`config.mk`:
```
export PLATFORM = sky130hd
export DESIGN_NAME = booth_ctrl_flat
export DESIGN_NICKNAME = d
export VERILOG_FILES = /design/src/rtl/booth_ctrl_pkg.sv /design/src/rtl/booth_ctrl_if.sv /design/src/rtl/booth_ctrl_iter_counter.sv /design/src/rtl/booth_ctrl.sv /design/src/flat_wrapper.sv
export SDC_FILE = /design/constraint.sdc
export NUM_CORES = 1
export LEC_CHECK = 0
export CELL_PAD_IN_SITES_DETAIL_PLACEMENT = 0
export CELL_PAD_IN_SITES_GLOBAL_PLACEMENT = 1
export CORE_AREA = 8 8 45 47
export CTS_BUF_LIST = sky130_fd_sc_hd__clkbuf_4
export CTS_CLUSTER_SIZE = 10
export DETAILED_ROUTE_END_ITERATION = 16
export DIE_AREA = 0 0 53 55
export GPL_TIMING_DRIVEN = 0
export HOLD_SLACK_MARGIN = 0.15
export PLACE_DENSITY = 0.72
export REMOVE_ABC_BUFFERS = 1
export SYNTH_ARGS = -nofsm -noshare
export SYNTH_HDL_FRONTEND = slang
export SYNTH_SLANG_ARGS = --single-unit
```
`constraint.sdc`:
```
create_clock -name clk -period 1.6 [get_ports clk]
set_input_delay 0.16 -clock clk [delete_from_list [all_inputs] [get_ports clk]]
set_output_delay 0.16 -clock clk [all_outputs]
set_load 0.05 [all_outputs]
```
`src/rtl/booth_ctrl_pkg.sv`:
```
// Shared definitions for the Booth multiplier controller: the FSM state
// encoding and the {q0,q_1} recoding pairs that select add or subtract.
package booth_pkg;

  // The encoding is fixed because it is visible on the debug state port.
  typedef enum logic [3:0] {
    ST_IDLE   = 4'd0,
    ST_LOAD   = 4'd1,
    ST_TEST   = 4'd2,
    ST_ADD    = 4'd3,
    ST_SUB    = 4'd4,
    ST_SHIFT  = 4'd5,
    ST_OUT_HI = 4'd6,
    ST_OUT_LO = 4'd7,
    ST_DONE   = 4'd8
  } state_t;

  // Booth decision pairs {q0,q_1}. The pairs 00 and 11 mean "shift only".
  localparam logic [1:0] BOOTH_ADD = 2'b01;
  localparam logic [1:0] BOOTH_SUB = 2'b10;

endpackage

```
`src/rtl/booth_ctrl_if.sv`:
```
// Handshake and datapath-control bundle between booth_ctrl and the
// A/Q/M datapath plus the start/done requester.
// master: the controller side. slave: the datapath/requester side.
interface booth_ctrl_if;

  logic start;
  logic q0;
  logic q_1;
  logic ld_en;
  logic add_en;
  logic sub_en;
  logic shift_en;
  logic out_hi;
  logic out_lo;
  logic busy;
  logic done;

  modport master (
    input  start, q0, q_1,
    output ld_en, add_en, sub_en, shift_en, out_hi, out_lo, busy, done
  );

  modport slave (
    output start, q0, q_1,
    input  ld_en, add_en, sub_en, shift_en, out_hi, out_lo, busy, done
  );

endinterface

```
`src/rtl/booth_ctrl_iter_counter.sv`:
```
// Iteration counter for the Booth loop. A synchronous clear takes
// priority over counting up.
module iter_counter #(
  parameter int CNT_W = 3
) (
  input  logic             clk,
  input  logic             rst_b,
  input  logic             clear,
  input  logic             c_up,
  output logic [CNT_W-1:0] count
);

  // The counter register: it is cleared on reset and on clear, and it increments on c_up.
  always_ff @(posedge clk or negedge rst_b) begin
    if (!rst_b) begin
      count <= '0;
    end else if (clear) begin
      count <= '0;
    end else if (c_up) begin
      count <= count + CNT_W'(1);
    end
  end

endmodule

```
`src/rtl/booth_ctrl.sv`:
```
// Radix-2 Booth sequential multiplier controller (Moore FSM).
// Sequences an external A/Q/M datapath through load, add/sub, arithmetic
// shift and a two-phase result readout, then pulses done for one cycle.
// Optional debug ports (dbg_state, dbg_iter) exist only when
// BOOTH_CTRL_DBG_EN is defined. Behaviour is otherwise identical.
module booth_ctrl
  import booth_pkg::*;
#(
  parameter int WIDTH = 8,
  parameter int CNT_W = 3
) (
  input  logic              clk,
  input  logic              rst_b,
  booth_ctrl_if.master      bus
`ifdef BOOTH_CTRL_DBG_EN
  ,
  output logic [3:0]        dbg_state,
  output logic [CNT_W-1:0]  dbg_iter
`endif
);

  // The comparison happens before the increment, so the last shift is the
  // one that sees WIDTH-1.
  localparam logic [CNT_W-1:0] LAST_ITER = CNT_W'(WIDTH - 1);

  state_t           state;
  state_t           state_nxt;
  logic             cnt_clr;
  logic             cnt_up;
  logic [CNT_W-1:0] iter;

  iter_counter #(.CNT_W(CNT_W)) u_iter (
    .clk   (clk),
    .rst_b (rst_b),
    .clear (cnt_clr),
    .c_up  (cnt_up),
    .count (iter)
  );

  // The state register. An asynchronous reset returns it to IDLE, which forces every output low at once.
  always_ff @(posedge clk or negedge rst_b) begin
    if (!rst_b) begin
      state <= ST_IDLE;
    end else begin
      state <= state_nxt;
    end
  end

  // Next-state logic and Moore output decode. All strobes come only from the current state.
  always_comb begin
    state_nxt    = state;
    bus.ld_en    = 1'b0;
    bus.add_en   = 1'b0;
    bus.sub_en   = 1'b0;
    bus.shift_en = 1'b0;
    bus.out_hi   = 1'b0;
    bus.out_lo   = 1'b0;
    bus.done     = 1'b0;
    cnt_clr      = 1'b0;
    cnt_up       = 1'b0;
    case (state)
      ST_IDLE: begin
        if (bus.start) state_nxt = ST_LOAD;
      end
      ST_LOAD: begin
        bus.ld_en = 1'b1;
        cnt_clr   = 1'b1;
        state_nxt = ST_TEST;
      end
      ST_TEST: begin
        case ({bus.q0, bus.q_1})
          BOOTH_SUB: state_nxt = ST_SUB;
          BOOTH_ADD: state_nxt = ST_ADD;
          default:   state_nxt = ST_SHIFT;
        endcase
      end
      ST_ADD: begin
        bus.add_en = 1'b1;
        state_nxt  = ST_SHIFT;
      end
      ST_SUB: begin
        bus.sub_en = 1'b1;
        state_nxt  = ST_SHIFT;
      end
      ST_SHIFT: begin
        bus.shift_en = 1'b1;
        cnt_up       = 1'b1;
        state_nxt    = (iter == LAST_ITER) ? ST_OUT_HI : ST_TEST;
      end
      ST_OUT_HI: begin
        bus.out_hi = 1'b1;
        state_nxt  = ST_OUT_LO;
      end
      ST_OUT_LO: begin
        bus.out_lo = 1'b1;
        state_nxt  = ST_DONE;
      end
      ST_DONE: begin
        bus.done  = 1'b1;
        state_nxt = ST_IDLE;
      end
      default: begin
        state_nxt = ST_IDLE;
      end
    endcase
    bus.busy = (state != ST_IDLE);
  end

`ifdef BOOTH_CTRL_DBG_EN
  assign dbg_state = state;
  assign dbg_iter  = iter;
`endif

endmodule

```
`src/flat_wrapper.sv`:
```
// flat-port wrapper written by rule: the top's interface ports become plain ports
module booth_ctrl_flat import booth_pkg::*;
#(
  parameter int WIDTH = 8,
  parameter int CNT_W = 3
)
  (clk, rst_b, bus_start, bus_q0, bus_q_1, bus_ld_en, bus_add_en, bus_sub_en, bus_shift_en, bus_out_hi, bus_out_lo, bus_busy, bus_done);
  booth_ctrl_if bus_i ();
  input  logic clk;
  input  logic rst_b;
  input wire logic [$bits(bus_i.start)-1:0] bus_start;
  input wire logic [$bits(bus_i.q0)-1:0] bus_q0;
  input wire logic [$bits(bus_i.q_1)-1:0] bus_q_1;
  output wire logic [$bits(bus_i.ld_en)-1:0] bus_ld_en;
  output wire logic [$bits(bus_i.add_en)-1:0] bus_add_en;
  output wire logic [$bits(bus_i.sub_en)-1:0] bus_sub_en;
  output wire logic [$bits(bus_i.shift_en)-1:0] bus_shift_en;
  output wire logic [$bits(bus_i.out_hi)-1:0] bus_out_hi;
  output wire logic [$bits(bus_i.out_lo)-1:0] bus_out_lo;
  output wire logic [$bits(bus_i.busy)-1:0] bus_busy;
  output wire logic [$bits(bus_i.done)-1:0] bus_done;
  assign bus_i.start = bus_start;
  assign bus_i.q0 = bus_q0;
  assign bus_i.q_1 = bus_q_1;
  assign bus_ld_en = bus_i.ld_en;
  assign bus_add_en = bus_i.add_en;
  assign bus_sub_en = bus_i.sub_en;
  assign bus_shift_en = bus_i.shift_en;
  assign bus_out_hi = bus_i.out_hi;
  assign bus_out_lo = bus_i.out_lo;
  assign bus_busy = bus_i.busy;
  assign bus_done = bus_i.done;
  booth_ctrl #(.WIDTH(WIDTH), .CNT_W(CNT_W)) u_core (.clk(clk), .rst_b(rst_b), .bus(bus_i));
endmodule
```
### Word-level counts from Yosys, hierarchy flattened

Index checks and enable logic that the tools add are counted.

| storage, ports and cells | value |
|---|---|
| register bits after elaboration | 7 |
| input port bits | 5 |
| output and inout bits | 8 |
| logic and storage cells | 32 |

| cells by class | value |
|---|---|
| add/sub/neg operators | 1 |
| equality and inequality tests | 12 |
| muxes and demuxes | 13 |
| reductions and logical operators | 4 |

Operator list:

| operator | count |
|---|---|
| 4-bit case mux with 7 select lines | 1 |
| 4-bit by 3-bit == test with 1-bit output (second input constant) | 4 |
| 3-bit two-way mux | 3 |
| 4-bit by 2-bit == test with 1-bit output (second input constant) | 2 |
| 1-bit two-way mux | 7 |
| 3-bit case mux with 2 select lines | 1 |
| 4-bit by 1-bit == test with 1-bit output (second input constant) | 1 |
| 4-bit == test (second input constant) | 1 |
| 4-bit logical NOT | 1 |
| 4-bit two-way mux | 1 |
| 4-bit nonzero test | 1 |
| 3-bit by 1-bit adder with 3-bit output (second input constant) | 1 |
| 3-bit == test (second input constant) | 1 |
| 2-bit by 1-bit == test with 1-bit output (second input constant) | 1 |
| 2-bit == test (second input constant) | 1 |
| 2-bit inequality test (second input constant) | 1 |
| 2-bit nonzero test | 1 |
| 2-bit OR reduction | 1 |

### Logic depth before layout (Yosys ltp)

| depth | value |
|---|---|
| word-level depth | 4 |
| gate-level depth with buffers | 5 |
| mapped depth without buffers | 4 |

### Hierarchy

A second synthesis with hierarchy kept.

| unflattened totals | value |
|---|---|
| cells, all modules | 42 |
| area total of the unflattened synthesis | 424.2 µm² |

Modules (own cells, without submodules):

| module | times used | cells each | area an instance (µm²) | sequential area each (µm²) |
|---|---|---|---|---|
| booth_ctrl | 1 | 31 | 287.8 | 100.1 |
| iter_counter | 1 | 11 | 136.4 | 75.1 |

### Least setup slack after synthesis

OpenSTA, ideal clock, no wires.

| timing | value |
|---|---|
| path type | reg-to-output |
| from | register u_core.state[2] |
| to | output bus_done |
| arrival time | 2.184 ns |
| required time | 1.440 ns |
| path slack | -0.744 ns |
| cell stages (with the launch flop) | 3 |
| path buffers | 1 |
| path through | dfrtp_1 > buf_2 > nor4b_1 |

| on the way | value |
|---|---|
| cells in the longest elaborated chain, start to end | 2 |

Ends and longest elaborated chain:

| item | RTL line | source |
|---|---|---|
| start, declared | booth_ctrl.sv:26 | `state_t state;` |
| start signal, assigned | booth_ctrl.sv:45 | `state <= state_nxt;` |
| 4-bit == test | booth_ctrl.sv:61 | `case (state)` |
| 1-bit two-way mux | booth_ctrl.sv:61 |  |
| end, declared | flat_wrapper.sv:21 | `output wire logic [$bits(bus_i.done)-1:0] bus_done;` |

Every way passes these cells.

### Worst setup path in the final report

| timing | value |
|---|---|
| from | register u_core.state[1] |
| to | output bus_shift_en |

| on the way | value |
|---|---|
| cells in the longest elaborated chain, start to end | 2 |

Ends and longest elaborated chain:

| item | RTL line | source |
|---|---|---|
| 4-bit by 3-bit == test with 1-bit output | booth_ctrl.sv:61 |  |
| 1-bit two-way mux | booth_ctrl.sv:61 |  |
| end, declared | flat_wrapper.sv:17 | `output wire logic [$bits(bus_i.shift_en)-1:0] bus_shift_en;` |

Every way passes these cells.

==> flow_summary_export.csv <==
group,metric,value,unit
detailed_routing,first_pass_iters,4,
sta,fin_crit,1565,ps
synthesis,yosysTopAreaCell,"dfrtp_1",
die,fp.dieW,53,um
detailed_routing,drtIter0Drc,7,
cts,clock-sinks,7,
setup_path,path_buf_inv,1,
cts,cts_tree,"built",
sta,layout_setup_ws,35.31,ps
pwr,seqPwrFrac,25.9,%
worst_hold_path,min_path_type,"in2async",
setup_path,crit_fanout,5,
sta,rsz0062_at_grt,"true",
sta,worst_pin_slew,386.3,ps
setup_path,worstPathRequired,1440,ps
layout,final_cell_mix,"nand2_1, nor2_1, buf_2",
synthesis,synth_seq_area_share,41.30,%
pwr,power.internal,0.0007163,W
synthesis,async_flop_share,100.0,%
sta,maxSlewViolCount,0,
synthesis,syn_avg_cell_area,9.025,sq um
sta,clock.fmax,639.1,MHz
global_route,antenna_found_initial,0,
cts,clockRootBuffer,"clkbuf_4",
sta,hold_violations,0,
synthesis,synth-main-ff-cell,"dfrtp_1",
setup_path,critPathTopFamily,"simple AND/OR/NAND/NOR gates",
setup_path,cp_slowest_stage_delay,450,ps
detailed_routing,drc,0,
cts,clk_path_buf_depth,2,
die,ios,13,
run_status,status,"finished clean",
global_route,grt_pass1_vias,377,
detailed_routing,wire_per_inst,12.63,um
setup_path,cp-end-kind,"output pin",
sta,relSlewSlack,73.58,%
layout,fin_util,42.95,%
die,die_h,55,um
setup_path,start_kind,"flop",
die,fp-row-count,14,
placed_design,io_buffer_count,12,
die,initial_core_util,30.65,%
global_route,grt_start_max_net_pins,11,
synthesis,ys_top_cells_by_area,"dfrtp_1, nand2_1, nor2_1, ha_1, nor4b_1",
pwr,power_density,2362,nW/um^2
pwr,power,0.001404,W
cts,numCtsBuffers,3,
die,floorplan.core_area,1384,sq um
pwr,peakVddDrop,0.9417,mV
detailed_routing,ant_nets,0,
cts,path_clk_slew,50,ps
setup_path,critPathKind,"reg2out",
global_route,grt_pass1_wl,1621,um
placed_design,place.gp.congestion,0.6422,
layout,mostFrequentLayoutCell,"nand2_1",
run,drv_cap,0,
pwr,clockPowerShare,12.6,%
setup_path,worstPathCellList,"or3b_4 -> nor2_4 -> buf_8",
synthesis,synthCells,47,
placed_design,dpl.hpwl,652.5,um
detailed_routing,routed_wirelength,998,um
synthesis,yosys_warnings,0,
global_route,grt_usage,8.141,%
synthesis,syn_area,424.2,sq um
cts,cts_max_level,1,
pwr,p_leak,0.2791,nW
synthesis,synth-seq-cells,7,
die,die_area,2915,sq um
cts,clk_latency,250,ps
layout,n_antenna_cell,0,
layout,drive_gt1_share,38.10,%
pwr,p_sw_share,48.97,%
synthesis,synth_edf_count,0,
pwr,comb_power_share,61.5,%
sta,fin_worst_skew,1.328,ps
layout,syn_to_final_growth,40.12,%
sta,post-route-period-util,97.79,%
detailed_routing,vias,389,
detailed_routing,viasPerCell,4.924,
synthesis,yosys.cell_types.count,22,
setup_path,cpMaxStageDelayCell,"or3b_4",
placed_design,place_ws,-486.9,ps
layout,fin_nets,71,
synthesis,yosysTopAreaCellShare,41.30,%
pwr,p_sw,0.0006875,W
global_route,overflow,0,
sta,setup_viol,0,
setup_path,worstPathArrival,1400,ps
[sequential cells by signal, indices dropped and copies added, names as in the netlist]
register / count
u_core.state: 4
u_core.u_iter.count: 3
[Yosys cell counts, drive strengths merged (2+ instances only)]
cell / instances
buf: 3
o21ai: 3
nand2b: 2
nor3: 2
nor2: 8
inv: 2
nand2: 7
ha: 2
nor4b: 2
a21oi: 2
dfrtp: 7
[worst paths after layout]
kind	slack [ps]	depth (start not counted)	endpoint	from
worst max-delay path	40	3	bus_shift_en	u_core.state[1]
worst min register to register	490	2	u_core.u_iter.count[2]	u_core.u_iter.count[2]
worst min-delay path	160	1	u_core.u_iter.count[2]	rst_b
worst max register to register	190	3	u_core.u_iter.count[0]	u_core.state[1]
min in group clk	490	2	u_core.u_iter.count[2]	u_core.u_iter.count[2]
max in group asynchronous	1190	1	u_core.state[3]	rst_b
[cell type report]
type,count,area (sq um)
repair buffers,15,125.1
inverters,2,7.507
well taps,16,20.02
flip-flops and latches,7,180.2
fillers,151,789.5
clock buffers,4,30.03
multi-input cells,35,231.5
[metal layers]
metal  vias to the layer above  GRT usage (%)  part of all wire (%)
met5                         -              0                     0
met1                       175          8.514                    44
met2                        16          11.13                    42
met4                         0          5.172                   2.1
li1                        194              -                     -
met3                         4          6.417                    11
[power by group through the flow]
stage          registers (W)  logic, W  clock network (W)
6_report            0.000363  0.000863           0.000177
5_1_grt             0.000376  0.000933           0.000202
4_1_cts             0.000359  0.000838           0.000186
3_5_place_dp        0.000387  0.000730                  0
3_3_place_gp        0.000396  0.000728                  0
2_1_floorplan       0.000349  0.000543                  0
[what timing repair did]
item / CTS / global route
pin swaps: 1 / 1
buffers inserted: 3 / 0
resized for setup: 46 / 12
hold buffers: 0 / 0
endpoints found under the setup margin: 8 / 7
[metrics by stage]
stage	cells	hold slack (ps)	area [sq um]	TNS, ps
final	79	158.4	594.3	0
after CTS	79	162.9	603.1	0
after floorplan	44	-135.6	400.4	-1289
after detailed placement	72	436.9	540.5	-2492
after global routing	79	164.4	594.3	-24.74
after global placement	72	439.2	540.5	-2686
[cells by family after synthesis]
kind of cell	after synthesis	share of synthesized area, %
buffers and inverters	5	7.375
adder cells (fa/ha/maj)	2	5.899
AO/OA/AOI/OAI	7	9.735
multiplexers	1	3.539
flip-flops	7	41.30
AND/OR/NAND/NOR	25	32.16
[worst register-to-register path, stage by stage, from the launching register on]
cell,delay (ps)
dfrtp_2,440
or3b_4,450
buf_4,170
mux2_4,250
(Power assumes the default switching activity.)
